$ cat src/rtl/lcd_pkg.sv
// Shared definitions for the LCD host: command codes, image geometry and
// the host sequencing states.
package lcd_pkg;

  localparam int IMG_PIX = 64;
  localparam int PIX_W   = 8;
  localparam int ADDR_W  = 6;
  localparam int CMD_W   = 4;
  // 64 x 255 = 16320 fits in 14 bits, so the frame sum never wraps.
  localparam int SUM_W   = 14;

  typedef enum logic [CMD_W-1:0] {
    CMD_WRITE    = 4'd0,
    CMD_UP       = 4'd1,
    CMD_DOWN     = 4'd2,
    CMD_LEFT     = 4'd3,
    CMD_RIGHT    = 4'd4,
    CMD_MAX      = 4'd5,
    CMD_MIN      = 4'd6,
    CMD_AVG      = 4'd7,
    CMD_ROT_CCW  = 4'd8,
    CMD_ROT_CW   = 4'd9,
    CMD_MIRROR_X = 4'd10,
    CMD_MIRROR_Y = 4'd11
  } cmd_e;

  typedef enum logic [2:0] {
    ST_IDLE,
    ST_RUN,
    ST_GAP,
    ST_CAPTURE,
    ST_FIN
  } host_state_e;

endpackage

$ cat src/rtl/lcd_host_if.sv
// Pin bundle between the host and the LCD controller. The master modport
// is the host side; the slave modport is the controller side.
interface lcd_host_if;
  import lcd_pkg::*;

  logic [CMD_W-1:0]  cmd;
  logic              cmd_valid;
  logic              busy;
  logic              IROM_rd;
  logic [ADDR_W-1:0] IROM_A;
  logic [PIX_W-1:0]  IROM_Q;
  logic              IRAM_valid;
  logic [ADDR_W-1:0] IRAM_A;
  logic [PIX_W-1:0]  IRAM_D;
  logic              done;

  modport master (
    output cmd, cmd_valid, IROM_Q,
    input  busy, IROM_rd, IROM_A, IRAM_valid, IRAM_A, IRAM_D, done
  );

  modport slave (
    input  cmd, cmd_valid, IROM_Q,
    output busy, IROM_rd, IROM_A, IRAM_valid, IRAM_A, IRAM_D, done
  );

endinterface

$ cat src/rtl/lcd_cmd_fifo.sv
// Synchronous command queue. Pointers carry one extra wrap bit so full and
// empty are distinguishable without a separate counter. A push into a full
// queue is still taken when a pop happens in the same cycle.
module lcd_cmd_fifo #(
  parameter int DEPTH = 16,
  parameter int WIDTH = 4
) (
  input  logic             clk,
  input  logic             rst_n,
  input  logic             push_i,
  input  logic             pop_i,
  input  logic [WIDTH-1:0] data_i,
  output logic [WIDTH-1:0] data_o,
  output logic             full_o,
  output logic             empty_o
);

  localparam int PTR_W = $clog2(DEPTH);

  logic [WIDTH-1:0] mem_q [DEPTH];
  logic [PTR_W:0]   wr_ptr_q, rd_ptr_q;
  logic             do_push, do_pop;

  assign empty_o = (wr_ptr_q == rd_ptr_q);
  assign full_o  = (wr_ptr_q[PTR_W] != rd_ptr_q[PTR_W]) &&
                   (wr_ptr_q[PTR_W-1:0] == rd_ptr_q[PTR_W-1:0]);
  assign do_pop  = pop_i && !empty_o;
  assign do_push = push_i && (!full_o || do_pop);
  assign data_o  = mem_q[rd_ptr_q[PTR_W-1:0]];

  // Storage write; when full the write slot equals the read slot, but the
  // head is read combinationally before the edge so both operations hold.
  // NOTE: storage has no reset -- contents are meaningless until the
  // pointers say so, and leaving it out keeps it mappable to plain RAM.
  always_ff @(posedge clk) begin
    if (do_push) mem_q[wr_ptr_q[PTR_W-1:0]] <= data_i;
  end

  // Pointer advance.
  // NOTE: state registers use <= so every flop samples pre-edge values,
  // independent of the order blocks are evaluated in.
  always_ff @(posedge clk or negedge rst_n) begin
    if (!rst_n) begin
      wr_ptr_q <= '0;
      rd_ptr_q <= '0;
    end else begin
      if (do_push) wr_ptr_q <= wr_ptr_q + 1'b1;
      if (do_pop)  rd_ptr_q <= rd_ptr_q + 1'b1;
    end
  end

endmodule

$ cat src/rtl/lcd_host.sv
// Host side of the LCD image controller: serves image-ROM reads from a
// loadable store, issues queued commands with a one-cycle gap after each,
// and captures the write-back frame while summing its bytes.
module lcd_host
  import lcd_pkg::*;
#(
  parameter int CQ_DEPTH = 16
) (
  input  logic              clk,
  input  logic              reset,
  lcd_host_if.master        ctl,
  input  logic              img_we,
  input  logic [ADDR_W-1:0] img_addr,
  input  logic [PIX_W-1:0]  img_data,
  input  logic              cq_push,
  input  logic [CMD_W-1:0]  cq_data,
  output logic              cq_full,
  input  logic              start,
  input  logic [ADDR_W-1:0] cap_addr,
  output logic [PIX_W-1:0]  cap_data,
  output logic              frame_done,
  output logic [SUM_W-1:0]  checksum,
  output logic              overflow
);

  host_state_e      state_q, state_d;
  logic [CMD_W-1:0] head, cmd_q, cmd_d;
  logic             fifo_empty;
  logic             issue;
  logic             overflow_q, overflow_d;
  logic [SUM_W-1:0] acc_q, acc_d;
  logic [SUM_W-1:0] checksum_q, checksum_d;
  logic [PIX_W-1:0] rom_q [IMG_PIX];
  logic [PIX_W-1:0] cap_q [IMG_PIX];

  lcd_cmd_fifo #(
    .DEPTH (CQ_DEPTH),
    .WIDTH (CMD_W)
  ) u_cmd_fifo (
    .clk     (clk),
    .rst_n   (reset),
    .push_i  (cq_push),
    .pop_i   (issue),
    .data_i  (cq_data),
    .data_o  (head),
    .full_o  (cq_full),
    .empty_o (fifo_empty)
  );

  // Sequencing: issue in RUN when the controller is idle, then either pause
  // one cycle (GAP) so a calc command's busy becomes visible, or switch to
  // capturing the write-back frame.
  // NOTE: every output of this block gets a default first, so no path can
  // leave a value unassigned and infer a latch.
  always_comb begin
    state_d = state_q;
    issue   = 1'b0;
    case (state_q)
      ST_IDLE:    if (start) state_d = ST_RUN;
      ST_RUN: begin
        if (!ctl.busy && !fifo_empty) begin
          issue   = 1'b1;
          state_d = (head == CMD_WRITE) ? ST_CAPTURE : ST_GAP;
        end
      end
      ST_GAP:     state_d = ST_RUN;
      ST_CAPTURE: if (ctl.done) state_d = ST_FIN;
      ST_FIN:     state_d = ST_IDLE;
      default:    state_d = ST_IDLE;
    endcase
  end

  // Datapath next-state: held command, sticky overflow, frame accumulator
  // (cleared on entry to CAPTURE) and the checksum latched on done, which
  // includes any write arriving in that same cycle.
  always_comb begin
    cmd_d      = issue ? head : cmd_q;
    overflow_d = overflow_q | (cq_push & cq_full & ~issue);
    acc_d      = acc_q;
    checksum_d = checksum_q;
    if (issue && head == CMD_WRITE) begin
      acc_d = '0;
    end else if (state_q == ST_CAPTURE && ctl.IRAM_valid) begin
      acc_d = acc_q + SUM_W'(ctl.IRAM_D);
    end
    if (state_q == ST_CAPTURE && ctl.done) checksum_d = acc_d;
  end

  // Control and datapath registers.
  always_ff @(posedge clk or negedge reset) begin
    if (!reset) begin
      state_q    <= ST_IDLE;
      cmd_q      <= '0;
      overflow_q <= 1'b0;
      acc_q      <= '0;
      checksum_q <= '0;
    end else begin
      state_q    <= state_d;
      cmd_q      <= cmd_d;
      overflow_q <= overflow_d;
      acc_q      <= acc_d;
      checksum_q <= checksum_d;
    end
  end

  // Image store load, honoured only while idle.
  always_ff @(posedge clk) begin
    if (img_we && state_q == ST_IDLE) rom_q[img_addr] <= img_data;
  end

  // Write-back capture array.
  always_ff @(posedge clk) begin
    if (state_q == ST_CAPTURE && ctl.IRAM_valid) cap_q[ctl.IRAM_A] <= ctl.IRAM_D;
  end

  assign ctl.cmd       = cmd_d;
  assign ctl.cmd_valid = issue;
  assign ctl.IROM_Q    = ctl.IROM_rd ? rom_q[ctl.IROM_A] : '0;
  assign cap_data      = cap_q[cap_addr];
  assign frame_done    = (state_q == ST_FIN);
  assign checksum      = checksum_q;
  assign overflow      = overflow_q;

endmodule

$ cat src/flat_wrapper.sv
// flat-port wrapper written by rule: the top's interface ports become plain ports
module lcd_host_flat import lcd_pkg::*;
#(
  parameter int CQ_DEPTH = 16
)
  (clk, reset, img_we, img_addr, img_data, cq_push, cq_data, cq_full, start, cap_addr, cap_data, frame_done, checksum, overflow, ctl_cmd, ctl_cmd_valid, ctl_IROM_Q, ctl_busy, ctl_IROM_rd, ctl_IROM_A, ctl_IRAM_valid, ctl_IRAM_A, ctl_IRAM_D, ctl_done);
  lcd_host_if ctl_i ();
  input  logic clk;
  input  logic reset;
  input  logic img_we;
  input  logic [ADDR_W-1:0] img_addr;
  input  logic [PIX_W-1:0] img_data;
  input  logic cq_push;
  input  logic [CMD_W-1:0] cq_data;
  output logic cq_full;
  input  logic start;
  input  logic [ADDR_W-1:0] cap_addr;
  output logic [PIX_W-1:0] cap_data;
  output logic frame_done;
  output logic [SUM_W-1:0] checksum;
  output logic overflow;
  output wire logic [$bits(ctl_i.cmd)-1:0] ctl_cmd;
  output wire logic [$bits(ctl_i.cmd_valid)-1:0] ctl_cmd_valid;
  output wire logic [$bits(ctl_i.IROM_Q)-1:0] ctl_IROM_Q;
  input wire logic [$bits(ctl_i.busy)-1:0] ctl_busy;
  input wire logic [$bits(ctl_i.IROM_rd)-1:0] ctl_IROM_rd;
  input wire logic [$bits(ctl_i.IROM_A)-1:0] ctl_IROM_A;
  input wire logic [$bits(ctl_i.IRAM_valid)-1:0] ctl_IRAM_valid;
  input wire logic [$bits(ctl_i.IRAM_A)-1:0] ctl_IRAM_A;
  input wire logic [$bits(ctl_i.IRAM_D)-1:0] ctl_IRAM_D;
  input wire logic [$bits(ctl_i.done)-1:0] ctl_done;
  assign ctl_cmd = ctl_i.cmd;
  assign ctl_cmd_valid = ctl_i.cmd_valid;
  assign ctl_IROM_Q = ctl_i.IROM_Q;
  assign ctl_i.busy = ctl_busy;
  assign ctl_i.IROM_rd = ctl_IROM_rd;
  assign ctl_i.IROM_A = ctl_IROM_A;
  assign ctl_i.IRAM_valid = ctl_IRAM_valid;
  assign ctl_i.IRAM_A = ctl_IRAM_A;
  assign ctl_i.IRAM_D = ctl_IRAM_D;
  assign ctl_i.done = ctl_done;
  lcd_host #(.CQ_DEPTH(CQ_DEPTH)) u_core (.clk(clk), .reset(reset), .ctl(ctl_i), .img_we(img_we), .img_addr(img_addr), .img_data(img_data), .cq_push(cq_push), .cq_data(cq_data), .cq_full(cq_full), .start(start), .cap_addr(cap_addr), .cap_data(cap_data), .frame_done(frame_done), .checksum(checksum), .overflow(overflow));
endmodule
$ cat config.mk
export PLATFORM = sky130hd
export DESIGN_NAME = lcd_host_flat
export DESIGN_NICKNAME = d
export VERILOG_FILES = /design/src/rtl/lcd_pkg.sv /design/src/rtl/lcd_host_if.sv /design/src/rtl/lcd_cmd_fifo.sv /design/src/rtl/lcd_host.sv /design/src/flat_wrapper.sv
export SDC_FILE = /design/constraint.sdc
export NUM_CORES = 1
export LEC_CHECK = 0
export BUFFER_PORTS_ARGS = -buffer_cell sky130_fd_sc_hd__buf_2
export CORE_UTILIZATION = 65
export DETAILED_ROUTE_END_ITERATION = 7
export PLACE_DENSITY_LB_ADDON = 0.2
export SYNTH_ARGS = -nofsm -noshare
export SYNTH_HDL_FRONTEND = slang
export SYNTH_SLANG_ARGS = --single-unit
export TNS_END_PERCENT = 100
$ cat constraint.sdc
create_clock -name clk -period 6.6 [get_ports clk]
set_input_delay 0.33 -clock clk [delete_from_list [all_inputs] [get_ports clk]]
set_output_delay 0.33 -clock clk [all_outputs]
set_load 0.03 [all_outputs]
# Word-level counts from Yosys, hierarchy flattened

Memories as Yosys holds them, arrays and structs flattened.
Index checks and enable logic that the tools add are counted.

Register bits after elaboration: 46
Memory bits (writable): 1088
Output and inout port bits: 38
Word-level logic and storage cells: 59
Memories: 3

$add $sub $neg: 3
Equality and inequality tests: 10
Multiplexer cells: 17
Bitwise operators: 4
Reduce and logical (&&, ||, !) cells: 15

Memories:

| memory                  | depth | bits a word | read ports | clocked after Yosys merged registers in | write ports | RTL line           | RTL |
|---|---|---|---|---|---|---|---|
| u_core.cap_q            | 64    | 8           | 1          | 0                                       | 1           | lcd_host.sv:34     | `logic [PIX_W-1:0] cap_q [IMG_PIX];` |
| u_core.rom_q            | 64    | 8           | 1          | 0                                       | 1           | lcd_host.sv:33     | `logic [PIX_W-1:0] rom_q [IMG_PIX];` |
| u_core.u_cmd_fifo.mem_q | 16    | 4           | 1          | 0                                       | 1           | lcd_cmd_fifo.sv:20 | `logic [WIDTH-1:0] mem_q [DEPTH];` |

Operators by type and width:

| kind                | count |
|---|---|
| $mux 14             | 2 |
| $add 14x8->14       | 1 |
| $pmux 3 s4          | 1 |
| $add 5x1->5 const B | 2 |
| $mux 1              | 9 |
| $mux 3              | 3 |
| $logic_and 1x1->1   | 8 |
| $mux 8              | 1 |
| $eq 3x2->1 const B  | 2 |
| $eq 5x5->1          | 1 |
| $eq 4x4->1          | 1 |
| $logic_not 4->1     | 1 |
| $mux 4              | 1 |
| $ne 2x2->1 const B  | 2 |
| $eq 3x1->1 const B  | 1 |
| $eq 3x3->1 const B  | 1 |
| $logic_not 1->1     | 3 |
| $logic_not 3->1     | 1 |
| $reduce_and 3->1    | 1 |
| $and 1x1->1         | 2 |
| $ne 2x1->1 const B  | 1 |
| $logic_or 1x1->1    | 1 |
| $ne 1x1->1          | 1 |
| $not 1->1           | 1 |
| $or 1x1->1          | 1 |

# Depth between registers and ports, before layout

Gate-level depths: netlist of run 1.

Depth after elaboration: 10
Gate-level depth with buffers: 11

# Hierarchy

A second synthesis of run 1 with hierarchy kept.

Cell total of the unflattened synthesis: 2331
Area total of the unflattened synthesis: 45123.3 um2

Modules (own cells, without submodules):

| module       | times used | cells an instance | area an instance (um2) | seq. area each (um2) |
|---|---|---|---|---|
| lcd_host     | 1          | 2159              | 41941.5                | 31650.4 |
| lcd_cmd_fifo | 1          | 172               | 3181.8                 | 2172.1 |

# Worst setup path after synthesis of run 1

OpenSTA, ideal clock, no wires.

Path kind: in2out
Start: input port ctl_IROM_A[1]
End: output port ctl_IROM_Q[2]
Arrival: 2278 ps
Setup slack: 3992 ps
Stages: 6
Cell sequence: clkbuf_1 clkbuf_1 mux4_2 mux2i_1 a22o_1 o31ai_1

Word-level cells in the longest chain between the ends: 2

RTL lines:

| element      | RTL line           | RTL |
|---|---|---|
| from (decl)  | flat_wrapper.sv:27 | `input wire logic [$bits(ctl_i.IROM_A)-1:0] ctl_IROM_A;` |
| $mem_v2 64x8 | -                  |  |
| $mux 8       | lcd_host.sv:118    | `assign ctl.IROM_Q = ctl.IROM_rd ? rom_q[ctl.IROM_A] : '0;` |
| to (decl)    | flat_wrapper.sv:24 | `output wire logic [$bits(ctl_i.IROM_Q)-1:0] ctl_IROM_Q;` |

No other way between the ends.

# Worst setup path in the final report of run 1

Start: input port ctl_IROM_A[0]
End: output port ctl_IROM_Q[7]

The elaborated chain is that of the path after synthesis.

==> results by group, run 1 <==
Placed design
  • HPWL Detailed: 54200 um
  • Dpl cells: 2961
  • RePlAce Congestion: approximately 0.8
  • IO buf count: 90

STA
  • # setup viols final: 0
  • Skew final: roughly 0.016 ns
  • Crit share post-route: 0.553
  • Unrepaired setup endpoints after global routing: false
  • TNS Setup: 0 ns
  • Max Fclk: 274 MHz
  • Period minus WS final: approximately 3.6 ns
  • Final hold viol count: 0
  • Slew @ Worst Pin: approximately 1.3 ns
  • Max-slew headroom: 0.161
  • Final Max Slew Viols: 0

CTS
  • Clock Latency Late Sink: about 0.68 ns
  • CTS H-tree lvls: 3
  • Hold-fix buffers, CTS: 4
  • Setup Buffers After CTS: 0
  • Clk pin slew, worst setup/hold paths: around 0.060 ns
  • # clock sinks: ~1100
  • CTS Buffer Depth: 3
  • CTS tree: built
  • Post_cts resized: 0
  • CTS Buf Count: 108
  • Clock root cell: clkbuf_16

Pwr
  • Clock share of power: 0.389
  • Combinational Power Share: 0.097
  • Cell Int Power: between 10 and 15 mW
  • Power Density: 324 nW/um^2
  • VDD IR max: about 240 uV
  • NetSw: 3.72 mW
  • Switch share: 0.233
  • Sequential power share: 0.513
  • Leakage: 15.7 nW

Detailed routing
  • Routed Antenna Nets: 0
  • DR DRC count: 0
  • Vias per cell: between 6 and 7
  • Via count: between 20000 and 25000
  • Initial DRC Count: ~2300
  • Post-DR wirelength/cell: roughly 30 um
  • DRT Pass-1 Iters: 6
  • Drt total wl: about 94000 um

Global routing
  • Gr usage total: 0.276
  • Met3 GRT Util: 0.0444
  • Grt met1 use: 0.375
  • Pin count of the biggest net entering global routing: ~70
  • Antenna violations before repair: 2
  • First-pass GRT wire length: approximately 140000 um
  • GRT busiest layer: met2
  • GRT Residual Overflow: 0
  • Vias in the first global route: 22115
  • GR Layer Usage met2: 0.453

Synth
  • Number of enable flip-flop cells after synthesis: around 1100
  • Syn nets: ~2200
  • Synthesis Warnings: 0
  • Commonest cells post-synth: edfxtp_1 (1088), mux4_2 (316), nor2_1 (181), nand2_1 (66), clkbuf_1 (52)
  • Seq/Total Area, Yosys: 0.761
  • Post-Syn Instances: roughly 2100
  • Most common cell in the netlist: edfxtp_1
  • Post-synth top area cell: edfxtp_1
  • Mapped cell area: 44500 sq um
  • Post-synth ARST share: 0.0406
  • Synth cell types: 53
  • Main synth FF type: edfxtp_1
  • Yosys top cell area share: 0.735
  • #FFs+latches synth: ~1100
  • Cells taking the most area after synthesis: edfxtp_1 (73%), mux4_2 (16%), dfrtp_1 (2.6%), nor2_1 (1.5%), mux2i_1 (1.0%)
  • Synth Area per Inst: ~21 sq um

Finish
  • Fillcell total: about 3700
  • Antenna cell count: 0
  • Seq. cell area: between 30000 and 40000 sq um
  • Layout area overhead: 10.8%
  • Fin cells: around 3200
  • Area occupied by multi-input gates: 10100 sq um
  • Final nets: ~2300
  • Fraction of layout cells with a size suffix above 1: 0.256

Die
  • Die Area: just under 70000 sq um
  • Ports: 91
  • Die Y: 264 um
  • Core Footprint: about 67000 sq um
  • Row count: between 90 and 100
  • Die width: 264 um
  • Initial Util: 0.660

Critical path
  • Crit path DAT: 3.32 ns
  • CP endpoint kind: output pin
  • Reg2reg setup slack: 3.07 ns
  • Max Fanout on Critical Path: 66
  • Setup CP Type: input port to output pin
  • Crit start category: input port
  • Worst EP required: 6.27 ns

Run status
  • Outcome: completed

Flow run
  • Max Cap Viol: 0

Worst hold path
  • HP Class: input port to register
==> area by class of cell <==
cell class / count / area share
Tap cell: 873 / 0.0222
Multi-Input combinational cell: 833 / 0.205
Inverter: 10 / 0.000813
Timing Repair Buffer: 115 / 0.0137
Clock inverter: 69 / 0.0151
Sequential cell: 1134 / 0.686
Clock buffer: 131 / 0.0570
==> registers in the layout, indices dropped and copies added (netlist names) <==
signal / flops
u_core.u_cmd_fifo.mem_q: 64
u_core.cap_q: 512
u_core.rom_q: 512
u_core.state_q: 3
u_core.checksum: 14
u_core.u_cmd_fifo.rd_ptr_q: 5
u_core.u_cmd_fifo.wr_ptr_q: 5
u_core.acc_q: 14
u_core.cmd_q: 4
u_core.overflow: 1
==> final timing paths <==
path                                                 endpoint  cells past startpoint         startpoint
min in group asynchronous       u_core.u_cmd_fifo.wr_ptr_q[4]                      2              reset
worst max register to register            u_core.rom_q[38][0]                      3  u_core.state_q[1]
max in group asynchronous                     u_core.acc_q[0]                      2              reset
worst min register to register                u_core.cmd_q[3]                      2    u_core.cmd_q[3]
worst min-delay path            u_core.u_cmd_fifo.mem_q[3][0]                      1         cq_data[0]
worst max-delay path                            ctl_IROM_Q[7]                      8      ctl_IROM_A[0]
==> kinds of logic (layout without fill, tap and decap cells) <==
| kind of cell | Yosys count | after routing | share of synthesized area |
|---|---|---|---|
| xor+xnor | 23 | 23 | 0.00453 |
| buf+inv | 121 | 325 | 0.0124 |
| flops | 1134 | 1134 | 0.761 |
| mux | 363 | 363 | 0.171 |
| fa+ha+maj | 14 | 14 | 0.00411 |
| simple gates | 334 | 334 | 0.0333 |
| compound gates | 99 | 99 | 0.0144 |
==> worst max-delay path, stage by stage <==
cell      delay [ns]
clkbuf_8        0.62
buf_4           0.61
mux4_2          0.60
mux2i_1         0.38
a22oi_1         0.14
nand2_1         0.26
o21ai_1         0.13
buf_2           0.22
==> routing by layer <==
layer	up-vias	part of all wire
met5	-	0.00025
met4	4	0.040
met3	212	0.072
met2	1035	0.51
met1	11085	0.38
li1	8882	-
==> metrics by stage <==
step	setup WS (ns)	instance area (sq um)	power [mW]	utilization	hold WS [ns]
floorplan	3.99	44500	9.40	-	0.0344
finish	2.95	49300	16.0	0.731	0.0300
CTS	2.82	49300	16.0	0.731	0.00648
detailed placement	2.84	45700	9.89	0.678	0.456
global placement	2.86	45700	9.83	0.678	0.442
global route	2.73	49300	16.4	0.731	0.0384
==> placed cells by master, fill, tap and decap left out, types with 12 or more instances in the layout <==
cell       Yosys  final
edfxtp_1    1088   1088
mux4_2       316    316
nor2_1       181    181
clkbuf_16      0    109
buf_2         36     85
nand2_1       66     66
dfrtp_1       46     46
mux2i_1       45     45
clkinv_1       1     30
buf_4          6     24
clkbuf_1      52     22
a22oi_1       19     19
o22ai_1       18     18
nand3_1       18     18
o21ai_0       17     17
clkinv_2       0     15
xnor2_1       14     14
bufinv_16      0     14
ha_1          13     13
o21ai_1       12     12
==> power groups by stage <==
stage	clock network (mW)	logic [mW]	registers, mW
after floorplan	0	1.09	8.32
after global placement	0	1.50	8.33
after detailed placement	0	1.54	8.35
after CTS	6.27	1.56	8.20
after global routing	6.51	1.67	8.22
final	6.22	1.55	8.20
Power figures use the tool's default switching activity.
==> inputs of run 2 (changes only) <==
--- a/config.mk
+++ b/config.mk
@@ -6,7 +6,7 @@
 export NUM_CORES = 1
 export LEC_CHECK = 0
 export BUFFER_PORTS_ARGS = -buffer_cell sky130_fd_sc_hd__buf_2
-export CORE_UTILIZATION = 65
+export CORE_UTILIZATION = 62
 export DETAILED_ROUTE_END_ITERATION = 7
 export PLACE_DENSITY_LB_ADDON = 0.2
 export SYNTH_ARGS = -nofsm -noshare
==> constraint.sdc (replaced) <==
create_clock -name clk -period 3.7 [get_ports clk]
set_input_delay 0.185 -clock clk [delete_from_list [all_inputs] [get_ports clk]]
set_output_delay 0.185 -clock clk [all_outputs]
set_load 0.03 [all_outputs]
==> run 2 against run 1 <==
- worst hold slack improved by 0.068 ns
- via count up 1.5%
- routed wire length rose by 1.8%
- first-iteration DRC count fell by 1.1%
- final area up 1.7%
- sequential share of layout area is 1.1 points lower
- clock power is 85% higher
- global-route usage shrank 0.86 points
- power is 81% higher
- final cell count is 4.2% higher
- critical path type is now register to output pin
- highest routed layer is now met4
==> results by group, run 2 (same netlist as run 1, synthesis figures left out) <==
CTS
  • CTS Buffer Depth: 3
  • CTS H-tree lvls: 3
  • Clock root cell: clkbuf_16
  • Clock Latency Late Sink: between 0.6 and 0.7 ns
  • Clk pin slew, worst setup/hold paths: approximately 0.060 ns
  • CTS Buf Count: 110
  • CTS tree: built
  • Setup Buffers After CTS: 0
  • Post_cts resized: 0
  • # clock sinks: around 1100

Global routing
  • Vias in the first global route: around 22000
  • First-pass GRT wire length: 142000 um
  • Gr usage total: 0.267
  • Pin count of the biggest net entering global routing: 65
  • Antenna violations before repair: 3
  • GRT Residual Overflow: 0

Die
  • Row count: 97
  • Die Area: approximately 73000 sq um
  • Die width: between 200 and 300 um
  • Die Y: 270 um
  • Core Footprint: 70500 sq um
  • Initial Util: 0.631
  • Ports: between 90 and 100

Critical path
  • Setup CP Type: register to output pin
  • Crit path DAT: approximately 3.1 ns
  • Worst EP required: ~3.5 ns
  • R2r startpoint: u_core.state_q[1]
  • Crit start category: register
  • Crit-path slowest cell: dfrtp_1
  • Critical path's most frequent cell: nand2_1
  • Max Fanout on Critical Path: 18
  • Worst reg2reg path endpoint: u_core.cap_q[34][3]
  • Peak per-stage delay on the critical path: just over 0.9 ns
  • CP delay by family, top: flip-flops
  • R2R depth: 3
  • Worst path bufs/invs: 2
  • Reg2reg setup slack: between 0.7 and 0.8 ns
  • Cells along the critical path: xor2_1 -> nor4_2 -> a211o_1 -> or2_1 -> inv_4 -> nand2_1 -> nand2_1 -> buf_2
  • CP endpoint kind: output pin

STA
  • Final Max Slew Viols: 0
  • # setup viols final: 0
  • Skew final: 0.0211 ns
  • Crit share post-route: 0.899
  • Max-slew headroom: 0.127
  • Min Hold Slack: 0.0981 ns
  • Max Fclk: about 300 MHz
  • Final hold viol count: 0
  • Period minus WS final: approximately 3.3 ns
  • Slew @ Worst Pin: between 1 and 1.5 ns
  • TNS Setup: 0 ns
  • Unrepaired setup endpoints after global routing: false

Placed design
  • RePlAce Congestion: between 0.8 and 0.9
  • HPWL Detailed: ~58000 um
  • IO buf count: 90

Worst hold path
  • Hold depth: 4
  • HP Class: input port to register
  • Min-Delay Startpoint: ctl_busy
  • Hold-critical path endpoint: u_core.u_cmd_fifo.wr_ptr_q[0]

Pwr
  • Leakage: 16.1 nW
  • Power Density: about 580 nW/um^2
  • VDD IR max: 583 uV

Finish
  • Final core utilization: 0.710
  • Most frequent cells in the layout: edfxtp_1 (1088), mux4_2 (316), nor2_1 (181), clkbuf_16 (111), buf_2 (85)
  • Fraction of layout cells with a size suffix above 1: 0.280
  • Final nets: around 2300
  • Layout area overhead: 12.7%
  • Most common cell after layout, fill and taps aside: edfxtp_1

Run status
  • Outcome: completed

Detailed routing
  • Routed Antenna Nets: 0
  • Initial DRC Count: ~2300
  • Vias per cell: around 6.5
  • DRT Pass-1 Iters: 7
  • DR DRC count: 0
  • Drt total wl: ~95000 um
  • Post-DR wirelength/cell: 28.9 um
  • Via count: roughly 22000

Flow run
  • Max Cap Viol: 0
-- run 2: timing repair --
action,CTS,global route
hold buffers,13,0
hold endpoints to repair,123,0
setup endpoints to repair,0,0
-- run 2: metrics by stage --
| step | instance area, sq um | worst slack, ns | total power [mW] | std cells |
|---|---|---|---|---|
| after floorplan | 44500 | 1.28 | 16.8 | 2088 |
| after global placement | 46200 | 0.859 | 17.6 | 3075 |
| after detailed placement | 46200 | 0.831 | 17.7 | 3075 |
| after CTS | 50100 | 0.359 | 29.1 | 3294 |
| after global routing | 50100 | 0.206 | 29.8 | 3294 |
| final | 50100 | 0.375 | 28.9 | 3297 |
-- run 2: how the worst max path moves through the flow --
| stage | depth (start not counted) | slack [ns] | to | startpoint |
|---|---|---|---|---|
| detailed placement | 5 | 0.83 | u_core.cap_q[41][2] | u_core.state_q[0] |
| finish | 8 | 0.38 | ctl_cmd[1] | u_core.u_cmd_fifo.rd_ptr_q[2] |
| global placement | 5 | 0.86 | u_core.rom_q[7][1] | u_core.state_q[2] |
| global route | 8 | 0.21 | ctl_cmd[1] | u_core.u_cmd_fifo.rd_ptr_q[2] |
| CTS | 8 | 0.36 | ctl_cmd[1] | u_core.u_cmd_fifo.rd_ptr_q[2] |
| floorplan | 6 | 1.28 | u_core.cap_q[31][0] | u_core.state_q[1] |
-- run 2: worst reg2reg max path: stages (launching register included) --
cell	delay, ns
dfrtp_1	0.53
and4b_1	0.46
nand3_1	0.62
nor2_1	1.00
-- run 2: cell type report --
class,instances,area [sq um]
Antenna cell,3,7.51
Clock buffer,125,2830
Clock inverter,81,893
Fill cell,4088,20400
Inverter,10,40.0
Multi-Input combinational cell,833,10100
Sequential cell,1134,33800
Tap cell,940,1180
Timing Repair Buffer,171,1230
-- run 2: per-layer routing --
metal	up-vias	wire length [um]	share of wire	track usage
met5	-	0	0	0
met4	0	3000	0.031	0.0930
met3	179	7030	0.074	0.0392
met2	1049	48800	0.51	0.449
met1	11293	36400	0.38	0.364
li1	9005	-	-	-
-- run 2: report_power, final --
part           internal, mW  switching (mW)
clock network          6.70            4.77
logic                  1.13            1.73
registers              14.4           0.248
total                  22.2            6.74
==> inputs of run 3 (changes only) <==
--- a/config.mk
+++ b/config.mk
@@ -6,6 +6,7 @@
 export NUM_CORES = 1
 export LEC_CHECK = 0
 export BUFFER_PORTS_ARGS = -buffer_cell sky130_fd_sc_hd__buf_2
+export CORE_MARGIN = 2
 export CORE_UTILIZATION = 62
 export DETAILED_ROUTE_END_ITERATION = 7
 export PLACE_DENSITY_LB_ADDON = 0.2
==> run 3 against run 2 <==
- critical path depth did not move
- critical path type unchanged
- routed wire length rose by 0.29%
- register-to-register slack better by 0.02 ns
- worst setup slack improved by 0.075 ns
- final cell count rose by 0.58%
==> results by group, run 3 (same netlist as run 1, synthesis figures left out) <==
Critical path
  • Worst EP required: 3.51 ns
  • Crit start category: register
  • Setup CP Type: register to output pin
  • Worst reg2reg path endpoint: u_core.rom_q[23][2]
  • Reg2reg setup slack: 0.73 ns
  • R2r startpoint: u_core.state_q[2]
  • CP endpoint kind: output pin
  • Crit path DAT: ~3 ns
  • Max Fanout on Critical Path: 18
  • R2R depth: 5

Placed design
  • RePlAce Congestion: about 0.85
  • Dpl cells: 3104
  • HPWL Detailed: 58000 um
  • Placed Area: approximately 46000 sq um
  • IO buf count: 90

Finish
  • Fillcell total: around 4200
  • Most frequent cells in the layout: edfxtp_1 (1088), mux4_2 (316), nor2_1 (181), clkbuf_16 (110), buf_2 (85)
  • Final nets: ~2300
  • Fraction of layout cells with a size suffix above 1: 0.274
  • Fin cells: between 3000 and 4000
  • Final Instance Area: between 40000 and 50000 sq um
  • Most common cell after layout, fill and taps aside: edfxtp_1
  • Area occupied by multi-input gates: between 10000 and 15000 sq um
  • Layout area overhead: 12.3%
  • Seq. cell area: around 34000 sq um

CTS
  • Clock root cell: clkbuf_16
  • Setup Buffers After CTS: 0
  • CTS H-tree lvls: 3
  • Clock Latency Late Sink: approximately 0.68 ns
  • Clk pin slew, worst setup/hold paths: roughly 0.060 ns
  • CTS Buffer Depth: 3
  • Post_cts resized: 0
  • # clock sinks: between 1000 and 1500
  • CTS Buf Count: ~110
  • CTS tree: built
  • Hold-fix buffers, CTS: 14

Detailed routing
  • Routed Antenna Nets: 0
  • DRT Pass-1 Iters: 8
  • Via count: approximately 22000
  • Drt total wl: about 96000 um
  • Vias per cell: 6.50
  • Post-DR wirelength/cell: just under 30 um
  • DR DRC count: 0
  • Initial DRC Count: between 2000 and 2500

STA
  • Max Fclk: around 310 MHz
  • Crit share post-route: 0.878
  • Final hold viol count: 0
  • TNS Setup: 0 ns
  • Slew @ Worst Pin: ~1.3 ns
  • Period minus WS final: ~3.3 ns
  • Max-slew headroom: 0.148
  • Final Max Slew Viols: 0
  • Unrepaired setup endpoints after global routing: false
  • # setup viols final: 0
  • Skew final: between 0.02 and 0.03 ns

Global routing
  • Vias in the first global route: 22510
  • Antenna violations before repair: 7
  • Pin count of the biggest net entering global routing: 65
  • Gr usage total: 0.265
  • First-pass GRT wire length: between 100000 and 150000 um
  • GRT Residual Overflow: 0

Worst hold path
  • Hold depth: 4
  • HP Class: input port to register
  • Hold-critical path endpoint: u_core.acc_q[1]
  • Min-Delay Startpoint: ctl_IRAM_D[1]

Die
  • Die Area: ~74000 sq um
  • Initial Util: 0.624
  • Ports: 91
  • Die Y: approximately 270 um
  • Row count: ~100
  • Die width: 272 um
  • Core Footprint: between 70000 and 80000 sq um

Pwr
  • VDD IR max: roughly 500 uV
  • Power Density: 564 nW/um^2
  • Leakage: between 15 and 20 nW

Flow run
  • Max Cap Viol: 0

Run status
  • Outcome: completed
run 3: cell types whose count changed in the layout (fill, tap and decap cells not counted), sizes merged:
cell / previous run / this run
buf: 156 / 175
bufinv: 17 / 8
inv: 13 / 12
dlygate4sd3: 13 / 14
clkinv: 54 / 42
clkbuf: 127 / 141
clkinvlp: 7 / 2
diode: 3 / 5
run 3: how the worst max path moves through the flow:
stage	from	end	slack, ns	depth (start not counted)
CTS	u_core.u_cmd_fifo.rd_ptr_q[2]	ctl_cmd[1]	0.42	8
floorplan	u_core.state_q[1]	u_core.cap_q[31][0]	1.28	6
global placement	cap_addr[0]	cap_data[3]	0.78	7
global route	u_core.u_cmd_fifo.rd_ptr_q[2]	ctl_cmd[1]	0.24	8
finish	u_core.u_cmd_fifo.rd_ptr_q[2]	ctl_cmd[0]	0.45	8
detailed placement	cap_addr[0]	cap_data[3]	0.80	7
run 3: routing by layer:
layer | part of all wire | track usage
met5 | 0.00022 | 0
met4 | 0.027 | 0.0872
met1 | 0.39 | 0.366
met2 | 0.51 | 0.438
met3 | 0.077 | 0.0459
run 3: worst max-delay path, cell delays in order (launching register included):
cell and delay (ns):
dfrtp_1 0.90, xor2_1 0.16, nor4_2 0.35, a211o_1 0.23, or2_1 0.32, inv_4 0.10
nand2_1 0.09, nand2_1 0.06, buf_2 0.18
run 3: metrics by stage:
stage	setup slack, ns	utilization	hold WS [ns]	power [mW]
global placement	0.780	0.651	0.391	17.6
finish	0.450	0.701	0.0808	28.1
detailed placement	0.795	0.651	0.426	17.7
floorplan	1.28	-	-0.111	16.8
CTS	0.420	0.701	0.0722	28.3
global route	0.242	0.701	0.126	29.0
run 3: area by class of cell:
type,count,share of cell area
diodes,5,0.000251
clock buffers,139,0.0573
clock inverters,54,0.0105
inverters,10,0.000802
multi-input cells,833,0.202
flip-flops and latches,1134,0.678
well taps,950,0.0238
repair buffers,191,0.0277
run 3: where the power goes:
group          switching [mW]  internal (mW)
Sequential              0.261           14.4
Combinational            1.74           1.15
Clock                    4.61           6.01
